<file path="config.mk">
export PLATFORM = sky130hd
export DESIGN_NAME = non_ov_n
export DESIGN_NICKNAME = d
export VERILOG_FILES = /design/src/rtl/non_ov_n.sv
export SDC_FILE = /design/constraint.sdc
export NUM_CORES = 1
export LEC_CHECK = 0
export ABC_AREA = 0
export CORE_ASPECT_RATIO = 1.2
export CORE_MARGIN = 5
export CORE_UTILIZATION = 40
export CTS_CLUSTER_SIZE = 10
export DETAILED_ROUTE_END_ITERATION = 7
export PLACE_DENSITY_LB_ADDON = 0.05
export SLEW_MARGIN = 20
export SYNTH_ARGS = -nofsm -noshare
export SYNTH_HDL_FRONTEND = slang
export SYNTH_SLANG_ARGS = --single-unit
</file>
<file path="constraint.sdc">
create_clock -name clk -period 2.43 [get_ports clk]
set_clock_uncertainty 0.2 [all_clocks]
set_input_delay 0.486 -clock clk [delete_from_list [all_inputs] [get_ports clk]]
set_output_delay 0.486 -clock clk [all_outputs]
set_load 0.005 [all_outputs]
</file>
<file path="src/rtl/non_ov_n.sv">
// non_ov_n: PHASES-way non-overlapping one-hot phase generator.
//
// Every transition (rise or fall) of the synchronised reference advances the
// active phase modulo PHASES. Between two phases all outputs are held low for
// exactly DEAD clk cycles. A new edge arriving during the gap restarts it.
//
// Ports:
//   clk     system clock, all logic on posedge
//   reset   synchronous, active-high reset
//   ref_in  reference input, asynchronous to clk (named ref_in because "ref"
//           is a SystemVerilog keyword)
//   en      level-sensitive enable; low forces IDLE and holds idx
//   ph      registered one-hot phase outputs (at most one bit high)
//   dead    registered, high while in the dead-time state
//   idx     registered index of the current or next phase, zero-extended
//   drop    (NON_OV_N_MIN_ON_EN only) sticky flag: an edge was discarded
//
// Optional feature, macro NON_OV_N_MIN_ON_EN: every phase stays high for at
// least MIN_ON cycles. One edge arriving early is held pending and acted on
// when the minimum on-time expires; further early edges are discarded and
// set drop.
module non_ov_n #(
    parameter int unsigned PHASES      = 2,
    parameter int unsigned DEAD        = 2,
    parameter int unsigned SYNC_STAGES = 2
`ifdef NON_OV_N_MIN_ON_EN
    ,
    parameter int unsigned MIN_ON      = 4
`endif
) (
    input  logic              clk,
    input  logic              reset,
    input  logic              ref_in,
    input  logic              en,
    output logic [PHASES-1:0] ph,
    output logic              dead,
    output logic [2:0]        idx
`ifdef NON_OV_N_MIN_ON_EN
    ,
    output logic              drop
`endif
);

    typedef enum logic [1:0] {StIdle, StDead, StOn} state_e;

    localparam logic [2:0]        IdxLast = 3'(PHASES - 1);
    localparam logic [3:0]        CntLoad = 4'(DEAD - 1);
    localparam logic [PHASES-1:0] PhOne   = {{(PHASES - 1){1'b0}}, 1'b1};

    state_e                  state_q, state_d;
    logic [SYNC_STAGES-1:0]  sync_q;
    logic                    ref_d_q;
    logic                    ref_s;
    logic                    edge_det;
    logic [3:0]              cnt_q, cnt_d;
    logic [2:0]              idx_q, idx_d, idx_nxt;
    logic [PHASES-1:0]       ph_q, ph_d;
    logic                    dead_q, dead_d;

`ifdef NON_OV_N_MIN_ON_EN
    localparam logic [5:0] OnLoad = 6'(MIN_ON - 1);

    logic [5:0] on_cnt_q, on_cnt_d;
    logic       pend_q, pend_d;
    logic       drop_q, drop_d;
`endif

    assign ref_s    = sync_q[SYNC_STAGES-1];
    assign edge_det = ref_s ^ ref_d_q;
    assign idx_nxt  = (idx_q == IdxLast) ? 3'd0 : idx_q + 3'd1;

    always_comb begin
        state_d = state_q;
        cnt_d   = cnt_q;
        idx_d   = idx_q;
`ifdef NON_OV_N_MIN_ON_EN
        on_cnt_d = on_cnt_q;
        pend_d   = pend_q;
        drop_d   = drop_q;
`endif
        if (!en) begin
            // idx is held so re-enabling resumes at the following phase
            state_d = StIdle;
`ifdef NON_OV_N_MIN_ON_EN
            pend_d  = 1'b0;
`endif
        end else begin
            unique case (state_q)
                StIdle: begin
                    if (edge_det) begin
                        idx_d   = idx_nxt;
                        cnt_d   = CntLoad;
                        state_d = StDead;
                    end
                end
                StDead: begin
                    if (edge_det) begin
                        // a fresh edge always restarts the full gap
                        idx_d = idx_nxt;
                        cnt_d = CntLoad;
                    end else if (cnt_q == 4'd0) begin
                        state_d = StOn;
`ifdef NON_OV_N_MIN_ON_EN
                        on_cnt_d = OnLoad;
`endif
                    end else begin
                        cnt_d = cnt_q - 4'd1;
                    end
                end
                StOn: begin
`ifdef NON_OV_N_MIN_ON_EN
                    if (on_cnt_q != 6'd0) begin
                        on_cnt_d = on_cnt_q - 6'd1;
                        if (edge_det) begin
                            if (pend_q) drop_d = 1'b1;
                            else        pend_d = 1'b1;
                        end
                    end else if (edge_det || pend_q) begin
                        // an edge on top of a pending one is the surplus one
                        if (edge_det && pend_q) drop_d = 1'b1;
                        pend_d  = 1'b0;
                        idx_d   = idx_nxt;
                        cnt_d   = CntLoad;
                        state_d = StDead;
                    end
`else
                    if (edge_det) begin
                        idx_d   = idx_nxt;
                        cnt_d   = CntLoad;
                        state_d = StDead;
                    end
`endif
                end
                default: state_d = StIdle;
            endcase
        end

        // outputs are registered from the next state so ph drops on the edge
        ph_d   = (state_d == StOn) ? (PhOne << idx_d) : '0;
        dead_d = (state_d == StDead);
    end

    always_ff @(posedge clk) begin
        if (reset) begin
            sync_q   <= '0;
            ref_d_q  <= 1'b0;
            state_q  <= StIdle;
            cnt_q    <= 4'd0;
            idx_q    <= IdxLast;
            ph_q     <= '0;
            dead_q   <= 1'b0;
`ifdef NON_OV_N_MIN_ON_EN
            on_cnt_q <= 6'd0;
            pend_q   <= 1'b0;
            drop_q   <= 1'b0;
`endif
        end else begin
            sync_q[0] <= ref_in;
            for (int i = 1; i < int'(SYNC_STAGES); i++) begin
                sync_q[i] <= sync_q[i-1];
            end
            ref_d_q  <= ref_s;
            state_q  <= state_d;
            cnt_q    <= cnt_d;
            idx_q    <= idx_d;
            ph_q     <= ph_d;
            dead_q   <= dead_d;
`ifdef NON_OV_N_MIN_ON_EN
            on_cnt_q <= on_cnt_d;
            pend_q   <= pend_d;
            drop_q   <= drop_d;
`endif
        end
    end

    assign ph   = ph_q;
    assign dead = dead_q;
    assign idx  = idx_q;
`ifdef NON_OV_N_MIN_ON_EN
    assign drop = drop_q;
`endif

endmodule

</file>
==> results of run 1 <==
## synth_stat cells (all sizes together)
library cell	n	share of area, %
a211oi	1	1.1
nand2b	1	0.93
ha	2	3.7
inv	5	2.8
a21oi	2	2.0
nand3	2	1.5
nor2b	4	3.7
or3b	1	1.3
nand3b	1	1.1
nor2	5	2.8
o21ai	3	2.2
xor2	2	3.7
a31oi	1	0.93
or4	1	1.1
xnor2	1	1.3
or2	1	0.93
a21boi	1	1.1
nand4	2	1.9
or4b	1	2.0
nor3	2	1.5
and2	3	2.8
a32o	1	1.5
buf	1	0.74
and2b	1	1.1
o2bb2ai	1	1.3
nand2	2	1.1
o21a	1	1.1
dfxtp	15	45
nor3b	3	5.0
nor4	2	2.8
## cell families (layout without fill, tap and decap cells)
family          after synthesis  count (layout)
flops                        15              15
buf+inv                       6              20
simple gates                 32              32
fa+ha+maj                     2               2
compound gates               11              11
xor+xnor                      3               3
## layer usage
layer | track usage (%) | share of wire [%] | vias to the layer above
li1 | - | - | 267
met1 | 14.0 | 49 | 220
met2 | 17.0 | 45 | 9
met3 | 3.88 | 3.4 | 4
met4 | 6.91 | 2.4 | 0
met5 | 0 | 0 | -
## placed cells by master, fill, tap and decap left out, types with 2 or more instances in the layout
| cell type | netlist | final |
|---|---|---|
| nor3_1 | 2 | 2 |
| nand3_1 | 2 | 2 |
| nand2_1 | 2 | 2 |
| buf_4 | 0 | 2 |
| nor2_1 | 5 | 5 |
| o21ai_0 | 3 | 3 |
| nand4_1 | 2 | 2 |
| and2_1 | 3 | 3 |
| inv_1 | 5 | 5 |
| clkdlybuf4s50_1 | 0 | 9 |
| clkbuf_4 | 0 | 3 |
| dfxtp_1 | 15 | 15 |
| ha_1 | 2 | 2 |
| nor2b_1 | 4 | 4 |
| nor3b_1 | 2 | 2 |
## power breakdown
group          internal, mW  switching [mW]
registers             0.251         0.00480
clock network        0.0611          0.0786
logic                0.0213          0.0176
## worst min path at each step
| stage | cells after the start | from | to |
|---|---|---|---|
| finish | 1 | sync_q[0] | sync_q[1] |
| global route | 1 | sync_q[0] | sync_q[1] |
| CTS | 1 | sync_q[0] | sync_q[1] |
| detailed placement | 1 | sync_q[0] | sync_q[1] |
| global placement | 1 | sync_q[0] | sync_q[1] |
| floorplan | 1 | sync_q[0] | sync_q[1] |
## worst reg2reg max path, stage by stage, from the launching register on
cell,delay [ns]
dfxtp_1,0.35
inv_1,0.08
ha_1,0.14
nor3b_4,0.25
a21oi_2,0.08
or4b_4,0.54
nor4_2,0.21
## area by class of cell
class	count	area [sq um]	share of cell area, %
clock buffer	3	22.5	2.74
sequential	15	300	36.5
timing repair buffer	11	105	12.8
tap	18	22.5	2.74
clock inverter	1	5.00	0.609
inverter	5	18.8	2.28
multi-input combinational	48	348	42.3
## state kept, by name (all words and copies together) (netlist names)
| name | count |
|---|---|
| ref_d_q | 1 |
| ph | 2 |
| idx | 3 |
| dead | 1 |
| state_q | 2 |
| cnt_q | 4 |
| sync_q | 2 |
## per-stage QoR
stage	hold WS, ns	utilization (%)	instance area [sq um]	worst slack [ns]	power (mW)
detailed placement	0.238	49.0	795	0.0791	0.301
CTS	0.260	50.7	822	0.380	0.445
floorplan	0.214	-	672	0.622	0.286
global route	0.276	50.7	822	0.295	0.459
global placement	0.220	49.0	795	0.137	0.301
finish	0.250	50.7	822	0.364	0.434
==> key figures, run 1 <==
Route
  – DRC: 0
  – Drt wl/cell: 11.5 um
  – Vias: 500
  – DRT Wirelength: 1.17 mm
  – Routed vias/inst: 4.95
  – 1st-pass router iterations: 3
  – Iteration-0 DRC Markers: 4
  – Post-route ant nets: 0

Clocking
  – Clk Latency, worst-skew pair: 0.28 ns
  – Hold_buf cts: 0
  – Clock net sink count: 15
  – Root buffer cell: clkbuf_4
  – Setup bufs post-CTS: 0
  – Cts repair resizes: 0
  – CTS buffer count: 3
  – CTS tree: yes
  – CTS clk-pin slew, worst paths: roughly 0.09 ns
  – Longest Clk Path Bufs: 2
  – CTS H-tree lvls: 1

Floorplan
  – Die footprint: 2600 sq um
  – IO Pins: 10
  – Initial Utilization: roughly two fifths
  – FP Rows: 16
  – Core area: 1620 sq um
  – Die Width: around 47 um
  – Die Ht: 54.9 um

Place
  – Inst Count DP: 97
  – HPWL after DPL: 882 um
  – PortBufs: 9
  – Final GP Congestion: 0.700

Logic synthesis
  – Post-synth net total: 75
  – Yosys cell types: 34
  – Area share of fa/ha/maj cells after synthesis: 3.72%
  – Post-Syn Instances: 69
  – Cell Area, Synth: 672 sq um
  – Xor-xnor portion of the synthesized cell area: 5.03%
  – Number of synthesis warnings: 0
  – Compound-Gate Fraction of Synth Area: 11.4%
  – Synth Area in Simple Gates: 31.7%
  – Yosys reg bits: 15
  – Largest family of logic cells by synthesized area: simple AND/OR/NAND/NOR gates
  – Sequential share of the synthesized area: 44.7%
  – Post-synthesis mux area share: 0%
  – Syn avg cell area: 9.74 sq um

GRT
  – First-pass GRT wire length: roughly 2.1 mm
  – Grt ovf: 0
  – Initial antenna violation count: 0
  – Pin count of the biggest net entering global routing: 10
  – Vias in the first global route: 498
  – Overall fraction of global-route tracks in use: between 10% and 20%

STA
  – RSZ-0062 raised after global routing: no
  – Worst-Margin Slew: around 0.43 ns
  – Setup Viol. Count Final: 0
  – Setup tns final: 0 ns
  – Max Slew Vio Count: 0
  – Fmax: 484 MHz
  – Final Hold Vio Count: 0
  – Min Tclk post-route: 2.07 ns
  – Tcrit/Tclk final: between 80% and 90%
  – Worst slew margin: 70.8%

Setup path
  – Crit path arrival time: 2.09 ns
  – Cell Chain, Critical Path: clkdlybuf4s50_1, a21boi_0, nand3_1, or3b_2, a21oi_1
  – CP Class: in2reg
  – Crit path launch type: primary input
  – Flop-to-flop setup slack: roughly 0.5 ns
  – Crit. path cell count: 5
  – Worst Setup EP: idx[1]
  – CP peak stage delay: ~0.49 ns
  – Reg-to-reg endpoint: ph[1]
  – Crit path from: en
  – CP required: about 2.5 ns
  – Cell family with most CP delay: simple AND/OR/NAND/NOR gates
  – Worst setup EP type: flip-flop
  – Crit path max fanout: 4
  – FF-to-FF Start: cnt_q[0]
  – Buffers plus inverters on the worst setup path: 1
  – Slowest-stage cell, CP: clkdlybuf4s50_1
  – R2R cell count: 6

Finish
  – Fillcell total: between 150 and 200
  – Final cell count without fillers: 101
  – Area Overhead vs Synth: 22.3%
  – Diode count: 0
  – Layout cells sized above 1: 15.7%
  – Post-layout net count: 90

Hold path
  – Hold Path Class: reg2reg

Pwr
  – PwrDens: between 500 and 600 nW/um^2
  – P_leak: 0.302 nW
  – Maximum VDD drop: 0.000328 V

Job
  – MaxCap Viol Count: 0

Run status
  – Status: completed
No activity file was read; power rests on OpenSTA's default activity.
==> run 2: changes to the inputs <==
Settings changed: ABC_CLOCK_PERIOD_IN_PS from default to 2430, CORE_MARGIN 5 to 1, PLACE_DENSITY_LB_ADDON 0.05 to default.
==> run 2 against run 1 <==
  * Core utilization rose by 3.9 points
  * Die area fell by 29%
  * Cell area fell by 0.30%
  * Combinational power rose by 1%
==> key figures, run 2 (synthesis results as in run 1) <==
Run status
  – Status: completed (unchanged)

Clocking
  – Root buffer cell: clkbuf_4 (unchanged)
  – Setup bufs post-CTS: 0 (unchanged)
  – Clock net sink count: 15 (unchanged)
  – CTS buffer count: 3 (unchanged)
  – CTS clk-pin slew, worst paths: 0.08 ns (was 0.09 ns)
  – Clk Latency, worst-skew pair: 0.27 ns (was 0.28 ns)
  – Hold_buf cts: 0 (unchanged)
  – Cts repair resizes: 0 (unchanged)
  – CTS H-tree lvls: 1 (unchanged)
  – Longest Clk Path Bufs: 2 (unchanged)
  – CTS tree: yes (unchanged)

Setup path
  – Buffers plus inverters on the worst setup path: 1 (unchanged)
  – Worst setup EP type: flip-flop (unchanged)
  – CP Class: in2reg (unchanged)
  – Reg-to-reg endpoint: ph[1] (unchanged)
  – Cell family with most CP delay: simple AND/OR/NAND/NOR gates (unchanged)
  – CP peak stage delay: 0.48 ns (was 0.49 ns)
  – R2R cell count: 6 (unchanged)
  – Crit path max fanout: 4 (unchanged)
  – CP required: 2.44 ns (was 2.45 ns)
  – Crit path from: en (unchanged)
  – Crit path arrival time: 2.05 ns (was 2.09 ns)
  – Cell Chain, Critical Path: clkdlybuf4s50_1, a21boi_0, nand3_1, or3b_2, a21oi_1 (unchanged)
  – Slowest-stage cell, CP: clkdlybuf4s50_1 (unchanged)
  – Crit path launch type: primary input (unchanged)
  – Flop-to-flop setup slack: 0.50 ns (about the same)
  – FF-to-FF Start: cnt_q[0] (unchanged)

Place
  – Final GP Congestion: 0.677 (was 0.700)
  – HPWL after DPL: 891 um (was 882 um)
  – Inst Count DP: 96 (was 97)
  – Dpl ws: 0.0995 ns (was 0.0791 ns)
  – PortBufs: 9 (unchanged)

Finish
  – Layout cells sized above 1: 14.5% (was 15.7%)
  – Commonest non-fill, non-tap cells in the layout: 15 x dfxtp_1, 9 x clkdlybuf4s50_1, 5 x inv_1, 5 x nor2_1, 4 x nor2b_1 (unchanged)
  – Reg with most FFs: cnt_q (unchanged)
  – Diode count: 0 (unchanged)
  – Post-layout net count: 90 (unchanged)
  – Fillcell total: 151 (was 158)
  – Footprint of the multi-input gates: 348 sq um (unchanged)
  – Largest register FFs: 4 (unchanged)
  – Final Util: 54.6% (was 50.7%)
  – Most common cell after layout, fill and taps aside: dfxtp_1 (unchanged)
  – Sequential Area: 300 sq um (unchanged)
  – Final cell count without fillers: 100 (was 101)
  – Area Overhead vs Synth: 22.0% (was 22.3%)

STA
  – Fin Hold WS: 0.254 ns (was 0.250 ns)
  – Worst slew margin: 73.4% (was 70.8%)
  – Final Hold Vio Count: 0 (unchanged)
  – Min Tclk post-route: 2.04 ns (was 2.07 ns)
  – Tcrit/Tclk final: 84.0% (was 85.0%)
  – Worst Slack Setup Final: 0.389 ns (was 0.364 ns)
  – RSZ-0062 raised after global routing: no (unchanged)
  – Fmax: 490 MHz (was 484 MHz)
  – Setup tns final: 0 ns (unchanged)
  – Worst-Margin Slew: 0.396 ns (was 0.434 ns)
  – Setup Viol. Count Final: 0 (unchanged)
  – Max Slew Vio Count: 0 (unchanged)

Route
  – 1st-pass router iterations: 2 (was 3)
  – Post-route ant nets: 0 (unchanged)
  – Drt wl/cell: 11.5 um (about the same)
  – DRT Wirelength: 1.15 mm (was 1.17 mm)
  – DRC: 0 (unchanged)
  – Vias: 523 (was 500)
  – Iteration-0 DRC Markers: 1 (was 4)
  – Routed vias/inst: 5.23 (was 4.95)

GRT
  – First-pass GRT wire length: 1.91 mm (was 2.06 mm)
  – Overall fraction of global-route tracks in use: 16.2% (was 11.4%)
  – Initial antenna violation count: 0 (unchanged)
  – Vias in the first global route: 459 (was 498)
  – Grt ovf: 0 (unchanged)
  – Pin count of the biggest net entering global routing: 10 (unchanged)

Pwr
  – Maximum VDD drop: 0.000239 V (was 0.000328 V)
  – P_leak: 0.299 nW (was 0.302 nW)
  – PwrDens: 528 nW/um^2 (about the same)

Hold path
  – Worst Hold End: sync_q[1] (unchanged)
  – HP Start: sync_q[0] (unchanged)
  – WHS Path Cells: 1 (unchanged)
  – Hold Path Class: reg2reg (unchanged)

Floorplan
  – Die Width: 39.4 um (was 47.4 um)
  – Core area: 1500 sq um (was 1620 sq um)
  – FP Rows: 15 (was 16)
  – Die Ht: 46.9 um (was 54.9 um)
  – IO Pins: 10 (unchanged)
  – Die footprint: 1850 sq um (was 2600 sq um)
  – Initial Utilization: 44.7% (was 41.4%)

Job
  – MaxCap Viol Count: 0 (unchanged)
run 2: changes by cell type in the layout (fill, tap and decap cells not counted), sizes merged:
cell	previous run	this run
clkbuf	3	4
clkinv	1	0
run 2: how the worst max path moves through the flow:
| stage | end | slack [ns] | cells past startpoint |
|---|---|---|---|
| after floorplan | ph[1] | 0.62 | 6 |
| after global placement | idx[1] | 0.14 | 5 |
| after detailed placement | idx[1] | 0.1 | 5 |
| after CTS | idx[1] | 0.40 | 5 |
| after global routing | idx[1] | 0.33 | 5 |
| final | idx[1] | 0.39 | 5 |
run 2: final cells by class:
type                    instances  share of cell area, %
clock buffers                   4                   3.21
inverters                       5                   2.29
multi-input cells              48                   42.4
flip-flops and latches         15                   36.6
well taps                      17                   2.60
repair buffers                 11                   12.8
run 2: through the flow:
stage	total power, mW	instance area, sq um
global route	0.458	820
detailed placement	0.301	793
floorplan	0.286	672
CTS	0.443	820
finish	0.433	820
global placement	0.301	793
run 2: power by group:
part	leakage (nW)	internal [mW]	switching, mW
Clock	0.0150	0.0636	0.0740
Combinational	0.163	0.0214	0.0180
Sequential	0.122	0.251	0.00480
Total	0.299	0.336	0.0968
run 2: per-layer routing:
layer  share of wire, %  global-route usage (%)
met5                  0                       0
met4                1.6                    10.3
met3                1.4                    5.69
met2                 47                    25.2
met1                 49                    18.5
